==> src/rtl/hazard_pkg.sv <==
// Shared types and constants for the hazard/flush controller.
package hazard_pkg;

    localparam int REG_W = 5;
    localparam int CNT_W = 6;

    localparam logic [1:0] STRONG_NT = 2'd0;
    localparam logic [1:0] WEAK_NT   = 2'd1;
    localparam logic [1:0] WEAK_T    = 2'd2;
    localparam logic [1:0] STRONG_T  = 2'd3;

    typedef enum logic {IDLE = 1'b0, BUSY = 1'b1} md_state_t;

    // One saturating step of a 2-bit counter toward the resolved outcome.
    function automatic logic [1:0] sat_step(input logic [1:0] c, input logic up);
        if (up) return (c == STRONG_T) ? c : c + 2'd1;
        return (c == STRONG_NT) ? c : c - 2'd1;
    endfunction

endpackage

==> src/rtl/hazard_ctrl_bpred_table.sv <==
// 2-bit saturating branch predictor table: combinational lookup, posedge update.
module bpred_table
    import hazard_pkg::*;
#(
    parameter int BP_ENTRIES = 16,
    parameter int BP_IDX_W   = 4
) (
    input  logic                clock,
    input  logic                reset,
    input  logic [BP_IDX_W-1:0] lookup_idx,
    output logic                pred_taken,
    input  logic                upd_en,
    input  logic [BP_IDX_W-1:0] upd_idx,
    input  logic                upd_taken
);

    logic [1:0] ctr [BP_ENTRIES];

    // Lookup reads the pre-update value when it aliases the update index.
    assign pred_taken = ctr[lookup_idx][1];

    always_ff @(posedge clock) begin
        if (!reset) begin
            for (int i = 0; i < BP_ENTRIES; i++) ctr[i] <= WEAK_NT;
        end else if (upd_en) begin
            ctr[upd_idx] <= sat_step(ctr[upd_idx], upd_taken);
        end
    end

endmodule

==> src/rtl/hazard_ctrl.sv <==
// Stall/flush controller with multdiv sequencer; the predictor table is
// built only when HAZARD_BPRED_EN is defined (otherwise static not-taken).
module hazard_ctrl
    import hazard_pkg::*;
#(
    parameter int MD_LATENCY = 32,
    parameter int BP_ENTRIES = 16,
    parameter int BP_IDX_W   = 4
) (
    input  logic             clock,
    input  logic             reset,
    input  logic [31:0]      f_pc,
    output logic             pred_taken,
    input  logic [REG_W-1:0] fd_rs,
    input  logic [REG_W-1:0] fd_rt,
    input  logic             fd_uses_rs,
    input  logic             fd_uses_rt,
    input  logic             fd_is_jump,
    input  logic [REG_W-1:0] dx_rd,
    input  logic             dx_is_load,
    input  logic             dx_is_multdiv,
    input  logic             dx_is_branch,
    input  logic             dx_is_jr,
    input  logic             dx_taken,
    input  logic             dx_pred_taken,
    input  logic [31:0]      dx_pc,
    output logic             stall,
    output logic             stall_bot,
    output logic             override_FD,
    output logic             override_DX,
    output logic             mispredict,
    output logic             md_busy
);

    md_state_t        state;
    logic [CNT_W-1:0] md_cnt;
    logic             md_done;
    logic             md_req, stall_raw, load_use, mp_raw, ovr_dx_raw, bp_pred;
    logic             unused_bits;

    assign md_req    = dx_is_multdiv & ~md_done;
    assign stall_raw = (state == BUSY) | ((state == IDLE) & md_req);
    assign load_use  = dx_is_load & (dx_rd != '0) &
                       ((fd_uses_rs & (fd_rs == dx_rd)) | (fd_uses_rt & (fd_rt == dx_rd)));

`ifdef HAZARD_BPRED_EN
    bpred_table #(.BP_ENTRIES(BP_ENTRIES), .BP_IDX_W(BP_IDX_W)) u_bpred (
        .clock      (clock),
        .reset      (reset),
        .lookup_idx (f_pc[BP_IDX_W+1:2]),
        .pred_taken (bp_pred),
        .upd_en     (reset & dx_is_branch & ~stall),
        .upd_idx    (dx_pc[BP_IDX_W+1:2]),
        .upd_taken  (dx_taken)
    );
    assign mp_raw = dx_is_branch & (dx_taken != dx_pred_taken);
`else
    assign bp_pred = 1'b0;
    assign mp_raw  = dx_is_branch & dx_taken;
`endif

    // PC bits outside the index field (and the whole PCs in the static build) are unused.
    assign unused_bits = ^{f_pc, dx_pc, dx_pred_taken};

    assign pred_taken  = bp_pred;
    assign ovr_dx_raw  = mp_raw | dx_is_jr;

    assign mispredict  = reset & mp_raw;
    assign override_DX = reset & ovr_dx_raw;
    assign stall       = reset & ~ovr_dx_raw & stall_raw;
    assign stall_bot   = reset & ~ovr_dx_raw & ~stall_raw & load_use;
    assign override_FD = reset & ~ovr_dx_raw & ~stall_raw & ~load_use & fd_is_jump;
    assign md_busy     = reset & (state == BUSY);

    // The trigger cycle is the first stall cycle, so BUSY lasts MD_LATENCY-1 cycles.
    always_ff @(posedge clock) begin
        if (!reset) begin
            state   <= IDLE;
            md_cnt  <= '0;
            md_done <= 1'b0;
        end else begin
            md_done <= 1'b0;
            case (state)
                IDLE: begin
                    if (md_req & ~ovr_dx_raw) begin
                        if (MD_LATENCY > 1) begin
                            state  <= BUSY;
                            md_cnt <= CNT_W'(MD_LATENCY - 1);
                        end else begin
                            md_done <= 1'b1;
                        end
                    end
                end
                BUSY: begin
                    md_cnt <= md_cnt - 1'b1;
                    if (md_cnt == CNT_W'(1)) begin
                        state   <= IDLE;
                        md_done <= 1'b1;
                    end
                end
                default: state <= IDLE;
            endcase
        end
    end

endmodule

==> config.mk <==
export PLATFORM = sky130hd
export DESIGN_NAME = hazard_ctrl
export DESIGN_NICKNAME = d
export VERILOG_FILES = /design/src/rtl/hazard_pkg.sv /design/src/rtl/hazard_ctrl_bpred_table.sv /design/src/rtl/hazard_ctrl.sv
export SDC_FILE = /design/constraint.sdc
export NUM_CORES = 1
export LEC_CHECK = 0
export BUFFER_PORTS_ARGS = -buffer_cell sky130_fd_sc_hd__clkbuf_2
export CELL_PAD_IN_SITES_DETAIL_PLACEMENT = 0
export CELL_PAD_IN_SITES_GLOBAL_PLACEMENT = 1
export CORE_ASPECT_RATIO = 1.5
export CORE_UTILIZATION = 17
export DETAILED_ROUTE_END_ITERATION = 8
export PLACE_DENSITY_LB_ADDON = 0.1
export SYNTH_ARGS = -nofsm -noshare
export SYNTH_HDL_FRONTEND = slang
export SYNTH_SLANG_ARGS = --single-unit
export TNS_END_PERCENT = 50
==> constraint.sdc <==
create_clock -name clock -period 2.45 [get_ports clock]
set_input_delay 0.3675 -clock clock [delete_from_list [all_inputs] [get_ports clock]]
set_output_delay 0.3675 -clock clock [all_outputs]
set_load 0.02 [all_outputs]
==> results_dict.tcl, run 1 <==
set metrics [dict create \
    status "complete, no violations" \
    place_inst 139 \
    drt-vias-per-instance 4.239 \
    numCtsBuffers 3 \
    min_period_ns 1.989 \
    rsz0062_at_grt "false" \
    root_buffer "clkbuf_8" \
    fin_crit_sh_pct 81.18 \
    place_area_um2 787.0 \
    hold_viol_final 0 \
    cp.required_ns 2.08 \
    setup-violations-final 0 \
    cts_tree "yes" \
    worst_setup_path_start_kind "input port" \
    vias 602 \
    wl_um 1583 \
    area_growth_pct 38.20 \
    gp_congestion 0.7169 \
    post-route-util_pct 24.48 \
    first_iter_violations 5 \
    ys_seq_area_share_pct 26.72 \
    detail-route-antenna-nets 0 \
    dieArea_mm2 0.003772 \
    syn-num-nets 162 \
    grt_overflow_total 0 \
    die_x_um 50.48 \
    cts.sinks 8 \
    p_leak_nw 0.4077 \
    cp.arrival_ns 1.62 \
    netlist_area_um2 599.3 \
    synth-seq-cells 8 \
    postCtsSetupRepairBufs 0 \
    synthMuxAreaShare_pct 0 \
    cts_buffer_depth 2 \
    cts_hold_buf 0 \
    drive_above_1_share_pct 38.00 \
    ios 97 \
    synth_cell_types 31 \
    synth-compound-area-share_pct 18.79 \
    drv_cap 0 \
    dieHeight_um 74.72 \
    grt_pass1_vias 583 \
    core-area_mm2 0.003383 \
    cts_resized 0 \
    postSynth.asyncResetShare_pct 0 \
    clk_pin_slew_worst_paths_ns 0.04 \
    final_cells 142 \
    fin_nets 194 \
    synth_flop_cell "dfxtp_1" \
    io_buffers 30 \
    grt_max_degree 14 \
    dpl_worst_slack_ns 0.4294 \
    cts_max_level 1 \
    synth_edf_count 0 \
    ys_warn_count 0 \
    clk_latency_ns 0.23 \
    critPathMaxFanout 3 \
    critPathKind "input port to primary output" \
    antenna_cells 0 \
    skew_ns 0.0009083 \
    min-delay-path-class "flip-flop to flip-flop" \
    synthAdderAreaFrac_pct 4.175 \
    final_area_um2 828.3 \
    final.setup.tns_ns 0 \
    r2r_slack_ns 0.81 \
    dp_hpwl_um 1290 \
    crit_path_end_kind "primary output" \
    synth_top_family_by_area "simple AND/OR/NAND/NOR gates" \
    antenna_found_initial 0 \
    maxSlewHeadroom_pct 64.74 \
    wl_per_cell_um 11.15 \
    power.density_mw_per_mm2 497.6 \
    start_util_pct 17.71 \
    fin_ws_ns 0.4610 \
    drc 0 \
    tightest_slew_ns 0.5215 \
    grt_pass1_wl_um 2539 \
    irDropWorstVdd_mv 0.2300 \
    maxSlewViolCount 0 \
    syn_avg_cell_area_um2 8.562 \
    yosys.area_share.simple_pct 31.32 \
    dr.pass1.iters 3 \
    track_usage_pct 9.156 \
    synthXorXnorAreaFrac_pct 14.61 \
    rows 26 \
    syn_inst 70 \
    max_freq_mhz 502.8 \
]
-- path summary, 6_finish.rpt --
kind,start,endpoint,depth (start not counted)
setup / recovery,dx_rd[2],stall_bot,6
hold / removal,md_cnt[4]$_SDFFE_PN0P_,md_cnt[4]$_SDFFE_PN0P_,1
setup reg to reg,state$_SDFF_PN0_,md_cnt[5]$_SDFFE_PN0P_,4
hold reg to reg,md_cnt[4]$_SDFFE_PN0P_,md_cnt[4]$_SDFFE_PN0P_,1
-- power breakdown --
part           switching, mW  internal [mW]  total [mW]  leakage [nW]
sequential            0.0125          0.142       0.155        0.0659
combinational         0.0493         0.0474      0.0967         0.320
clock                 0.0543          0.107       0.161        0.0216
total                  0.116          0.296       0.412         0.408
-- cells in the mapped netlist, drive strengths merged (2+ instances only) --
| library cell | number | area [um^2] |
|---|---|---|
| a21boi | 2 | 15.01 |
| a21oi | 2 | 10.01 |
| and2 | 2 | 12.52 |
| and3 | 3 | 18.77 |
| and4bb | 2 | 25.02 |
| clkbuf | 2 | 7.510 |
| dfxtp | 8 | 160.2 |
| ha | 2 | 25.02 |
| inv | 2 | 7.510 |
| nand2 | 7 | 26.28 |
| nor2 | 6 | 22.52 |
| nor2b | 2 | 12.51 |
| nor4 | 2 | 18.77 |
| nor4b | 2 | 23.77 |
| o211a | 3 | 30.03 |
| o21a | 2 | 15.01 |
| o31a | 2 | 17.52 |
| xnor2 | 2 | 17.52 |
| xor2 | 8 | 70.07 |
-- flip-flops by register name, summed over array words and instances (netlist names) --
register  count
md_cnt        6
state         1
md_done       1
-- critical path: stages --
cell,delay [ns]
clkbuf_2,0.12
xor2_1,0.17
nor4_2,0.30
a32oi_1,0.19
nor4b_2,0.26
clkbuf_2,0.20
-- through the flow --
| step | hold WS, ns | total power [mW] |
|---|---|---|
| after detailed placement | 0.4921 | 0.2551 |
| after global routing | 0.5392 | 0.4391 |
| after global placement | 0.4807 | 0.2546 |
| after floorplan | 0.4700 | 0.2141 |
| final | 0.4990 | 0.4122 |
| after CTS | 0.5021 | 0.4184 |
-- logic make-up (layout without fill, tap and decap cells) --
logic type | count (synthesis) | in the layout
other | 1 | 1
DFF | 8 | 8
xor gates and xnor gates | 10 | 10
adders and majority gates | 2 | 2
buffers and inverters | 5 | 35
AOI/OAI and AO/OA | 14 | 14
and+or+nand+nor | 30 | 30
-- cells in the final DEF, fill, tap and decap left out, drive strengths merged, types with 2 or more instances in the layout --
cell and n:
a21boi 2, a21oi 2, and2 2, and3 3
and4bb 2, clkbuf 33, dfxtp 8, ha 2
inv 2, nand2 7, nor2 6, nor2b 2
nor4 2, nor4b 2, o211a 3, o21a 2
o31a 2, xnor2 2, xor2 8
-- area by class of cell --
type                    instances  area (um^2)
inverters                       2        7.507
fillers                       378         2555
well taps                      42        52.55
flip-flops and latches          8        160.2
repair buffers                 30        150.1
clock buffers                   3        41.29
multi-input cells              57        416.7
-- per-layer routing --
layer,part of all wire [%],vias up,global-route usage (%)
met5,0,-,0
met4,2.5,0,6.481
met3,6.9,5,1.616
met2,49,27,15.85
met1,41,264,10.05
li1,-,306,-
(Power assumes the default switching activity.)
==> run 2: changes to the inputs <==
CORE_UTILIZATION = 14   (was 17)
clock period = 1.64 ns   (was 2.45 ns; I/O delays follow)
==> results_dict.tcl, run 2 (synthesis results as in run 1) <==
set metrics [dict create \
    cpPeakStageDelay_ns 0.31 \
    critPathMaxFanout 2 \
    min_delay_path_depth 4 \
    irDropWorstVdd_mv 0.4165 \
    largest_register "md_cnt" \
    p_leak_nw 0.4736 \
    clk_latency_ns 0.23 \
    wl_um 1748 \
    top_regs "md_cnt: 6 flops, md_done: 1 flops, state: 1 flops" \
    drive_above_1_share_pct 47.27 \
    wl_per_cell_um 11.28 \
    highest_layer "met3" \
    setup-violations-final 2 \
    dr.pass1.iters 4 \
    antenna_cells 0 \
    violations "negative setup slack" \
    io_buffers 30 \
    maxSlewViolCount 0 \
    mostFrequentLayoutCell "clkbuf_2" \
    rows 28 \
    post-route-util_pct 24.35 \
    root_buffer "clkbuf_8" \
    cp.required_ns 1.39 \
    dieArea_mm2 0.004552 \
    critPathTopFamily "simple AND/OR/NAND/NOR gates" \
    worstReg2RegEnd "md_cnt[5]$_SDFFE_PN0P_" \
    track_usage_pct 7.937 \
    grt_overflow_total 0 \
    crit_chain "buf_8 -> xor2_4 -> nor4_4 -> a32oi_2 -> nor4b_2 -> buf_4" \
    grt_max_degree 12 \
    cts_hold_buf 0 \
    r2r_cells 5 \
    crit_path_end_kind "primary output" \
    cts_max_level 1 \
    fin_crit_sh_pct 105.9 \
    slowest_stage "nor4_4" \
    gp_congestion 0.7023 \
    area_growth_pct 63.67 \
    vias 630 \
    hold_viol_final 0 \
    hold_start "reset" \
    hold_end "md_cnt[2]$_SDFFE_PN0P_" \
    fin_hold_ws_ns 0.4177 \
    dp_hpwl_um 1436 \
    clk_pin_slew_worst_paths_ns 0.04 \
    dieHeight_um 82.14 \
    largest_reg_flops 6 \
    drt-vias-per-instance 4.065 \
    routed-wl-met2_um 957 \
    critPathBufInv 2 \
    ios 97 \
    critPathKind "input port to primary output" \
    place_inst 151 \
    drt-met1-wl_um 693 \
    rsz0062_at_grt "true" \
    grt_pass1_vias 656 \
    r2r_slack_ns 0.37 \
    antenna_found_initial 0 \
    status "finished with violations" \
    dpl_worst_slack_ns -0.1872 \
    detail-route-antenna-nets 0 \
    power_uw 656.6 \
    min_period_ns 1.736 \
    min-delay-path-class "input port to flip-flop" \
    skew_ns 0.002808 \
    cp.arrival_ns 1.49 \
    drv_cap 0 \
    numCtsBuffers 3 \
    cts_tree "yes" \
    r2r_start "md_cnt[2]$_SDFFE_PN0P_" \
    max_freq_mhz 576.0 \
    start_util_pct 14.88 \
    layout_common_cells "clkbuf_2, buf_4, dfxtp_1, nand2_1" \
    core-area_mm2 0.004029 \
    power.density_mw_per_mm2 669.3 \
    worst_setup_path_start_kind "input port" \
    drc 0 \
    cts.sinks 8 \
    final_cells 155 \
    die_x_um 55.42 \
    fin_nets 204 \
    grt_pass1_wl_um 2870 \
    cts_buffer_depth 2 \
    met3_length_um 98 \
    first_iter_violations 7 \
    fin_ws_ns -0.09606 \
]
## run 2: worst min-delay path, stage by stage
cell and delay [ns]:
clkbuf_2 0.09, buf_4 0.17, nand2_1 0.06, nor2_1 0.03
## run 2: per-layer routing
metal	track usage [%]	up-vias
met2	15.54	24
met4	3.000	0
li1	-	326
met1	8.333	280
met5	0	-
met3	1.558	0
## run 2: through the flow
| step | TNS [ns] | area, um^2 |
|---|---|---|
| floorplan | 0 | 599.3 |
| global placement | -0.2002 | 858.3 |
| detailed placement | -0.2298 | 858.3 |
| CTS | -0.2586 | 899.6 |
| global route | -0.3158 | 980.9 |
| finish | -0.1632 | 980.9 |
## run 2: what timing repair did
action | in CTS | in global routing
buffers inserted | 0 | 1
pin swaps | 0 | 5
resized for setup | 0 | 19
cloned | 0 | 0
setup endpoints to repair | 2 | 2
## run 2: area by class of cell
| cell class | instances | area (um^2) |
|---|---|---|
| inverter | 2 | 7.507 |
| timing repair buffer | 40 | 250.2 |
| tap | 45 | 56.30 |
| sequential | 8 | 160.2 |
| multi-input combinational | 57 | 465.4 |
| fill | 453 | 3048 |
| clock buffer | 3 | 41.29 |
## run 2: worst max-delay path by stage
stage          startpoint   endpoint  slack, ns  depth (start not counted)
6_report         fd_rt[0]  stall_bot       -0.1                          6
5_1_grt          fd_rt[0]  stall_bot      -0.19                          6
4_1_cts          dx_rd[2]  stall_bot      -0.20                          6
3_5_place_dp     dx_rd[2]  stall_bot      -0.19                          6
3_3_place_gp     dx_rd[2]  stall_bot      -0.16                          6
2_1_floorplan    dx_rd[2]  stall_bot       0.09                          4
## run 2: report_power, final
group	internal (mW)	total, mW	switching (mW)
Sequential	0.212	0.227	0.0149
Clock	0.159	0.241	0.0815
Combinational	0.0968	0.189	0.0920
Total	0.468	0.657	0.188
==> run 3: changes to the inputs <==
CORE_UTILIZATION = 16   (was 14)
clock period = 1.9 ns   (was 1.64 ns; I/O delays follow)
==> results_dict.tcl, run 3 (synthesis results as in run 1) <==
set metrics [dict create \
    cpPeakStageDelay_ns 0.30 \
    crit_chain "clkbuf_2 -> xor2_1 -> nor4_2 -> a32oi_1 -> nor4b_2 -> clkbuf_2" \
    multi_input_area_um2 416.7 \
    start_util_pct 17.22 \
    critPathKind "input port to primary output" \
    wl_per_cell_um 11.20 \
    dr.pass1.iters 4 \
    fin_nets 197 \
    grt_pass1_wl_um 2456 \
    dp_hpwl_um 1330 \
    max_freq_mhz 555.2 \
    area_growth_pct 41.96 \
    status "complete, no violations" \
    final.setup.tns_ns 0 \
    drt-vias-per-instance 4.228 \
    cts_tree "yes" \
    layout_common_cells "clkbuf_2, xor2_1, dfxtp_1, nand2_1, nor2_1" \
    met3_length_um 142 \
    cp.required_ns 1.62 \
    setup-violations-final 0 \
    min-delay-path-class "input port to flip-flop" \
    postCtsSetupRepairBufs 0 \
    highest_layer "met4" \
    drive_above_1_share_pct 39.81 \
    cts_hold_buf 0 \
    first_iter_violations 10 \
    intPower_uw 387.2 \
    final_cells 145 \
    nFillCells 376 \
    drt-met1-wl_um 634 \
    numCtsBuffers 3 \
    vias 613 \
    hold_viol_final 0 \
    critPathMaxFanout 3 \
    skew_ns 0.003051 \
    path_common_cell "clkbuf_2" \
    io_buffers 30 \
    dpl_worst_slack_ns 0.06638 \
    fin_crit_sh_pct 94.80 \
    p_comb_share_pct 24.7 \
    p_sw_uw 156.2 \
    gp_congestion 0.7296 \
    netSwitchingFraction_pct 28.74 \
    power_uw 543.4 \
    top_regs "md_cnt: 6 flops, md_done: 1 flops, state: 1 flops" \
    track_usage_pct 8.161 \
    min_period_ns 1.801 \
    power.density_mw_per_mm2 638.6 \
    critPathBufInv 2 \
    largest_register "md_cnt" \
    cts_buffer_depth 2 \
    grt_overflow_total 0 \
    grt_max_degree 14 \
    cts_resized 0 \
    place_inst 142 \
    antenna_found_initial 0 \
    crit_path_end_kind "primary output" \
    largest_reg_flops 6 \
    dieHeight_um 76.96 \
    wl_um 1624 \
    ios 97 \
    antenna_cells 0 \
    detail-route-antenna-nets 0 \
    fin_hold_ws_ns 0.4362 \
    drc 0 \
    clk_pin_slew_worst_paths_ns 0.05 \
    mostFrequentLayoutCell "clkbuf_2" \
    drv_cap 0 \
    die_x_um 51.97 \
    worst_setup_path_start_kind "input port" \
    root_buffer "clkbuf_8" \
    maxSlewViolCount 0 \
    dieArea_mm2 0.003999 \
    slowest_stage "nor4_2" \
    irDropWorstVdd_mv 0.4145 \
    critPathTopFamily "simple AND/OR/NAND/NOR gates" \
    rows 26 \
    routed-wl-met2_um 827 \
    p_seq_share_pct 36.1 \
    cts.sinks 8 \
    fin_ws_ns 0.09881 \
    p_leak_nw 0.4233 \
    cp.arrival_ns 1.52 \
    core-area_mm2 0.003481 \
    seq_area_um2 160.2 \
    grt_pass1_vias 575 \
    rsz0062_at_grt "false" \
    clk_latency_ns 0.23 \
    clkPwrFrac_pct 39.2 \
    cts_max_level 1 \
]
## run 3: cell types whose count changed in the layout (fill, tap and decap cells not counted), moves of 2 or more
cell,change
clkbuf_2,+4
buf_4,-8
xor2_1,+2
buf_6,-2
## run 3: power groups by stage
stage	Combinational [mW]	Clock (mW)	Sequential (mW)
floorplan	0.0812	0	0.195
global placement	0.134	0	0.199
detailed placement	0.135	0	0.199
CTS	0.136	0.214	0.196
global route	0.148	0.223	0.198
finish	0.134	0.213	0.196
## run 3: metrics by stage
stage | instance area (um^2) | util [%]
2_1_floorplan | 599.3 | -
3_3_place_gp | 809.5 | 23.26
3_5_place_dp | 809.5 | 23.26
4_1_cts | 850.8 | 24.44
5_1_grt | 850.8 | 24.44
6_report | 850.8 | 24.44
## run 3: metal layers
layer | vias up | global-route usage [%]
met5 | - | 0
met4 | 0 | 4.054
met3 | 4 | 1.984
met2 | 28 | 14.74
met1 | 267 | 8.205
li1 | 314 | -
## run 3: final cells by class
cell class,count,area share [%]
Timing Repair Buffer,33,20.29
Sequential cell,8,18.82
Multi-Input combinational cell,57,48.97
Inverter,2,0.8824
Tap cell,42,6.176
Clock buffer,3,4.853
## run 3: worst paths after layout
kind | start | endpoint | slack (ns) | depth (start not counted)
hold / removal | reset | md_cnt[5]$_SDFFE_PN0P_ | 0.44 | 2
setup reg to reg | state$_SDFF_PN0_ | md_cnt[5]$_SDFFE_PN0P_ | 0.59 | 5
hold reg to reg | md_cnt[4]$_SDFFE_PN0P_ | md_cnt[4]$_SDFFE_PN0P_ | 0.50 | 1
setup / recovery | dx_rd[2] | stall_bot | 0.1 | 6
## run 3: worst reg2reg max path: cells and delay by family, from the launching register on
kind	cells	cell delay, ns
buf+inv	1	0.18
flops	1	0.38
compound gates	2	0.31
simple gates	2	0.33
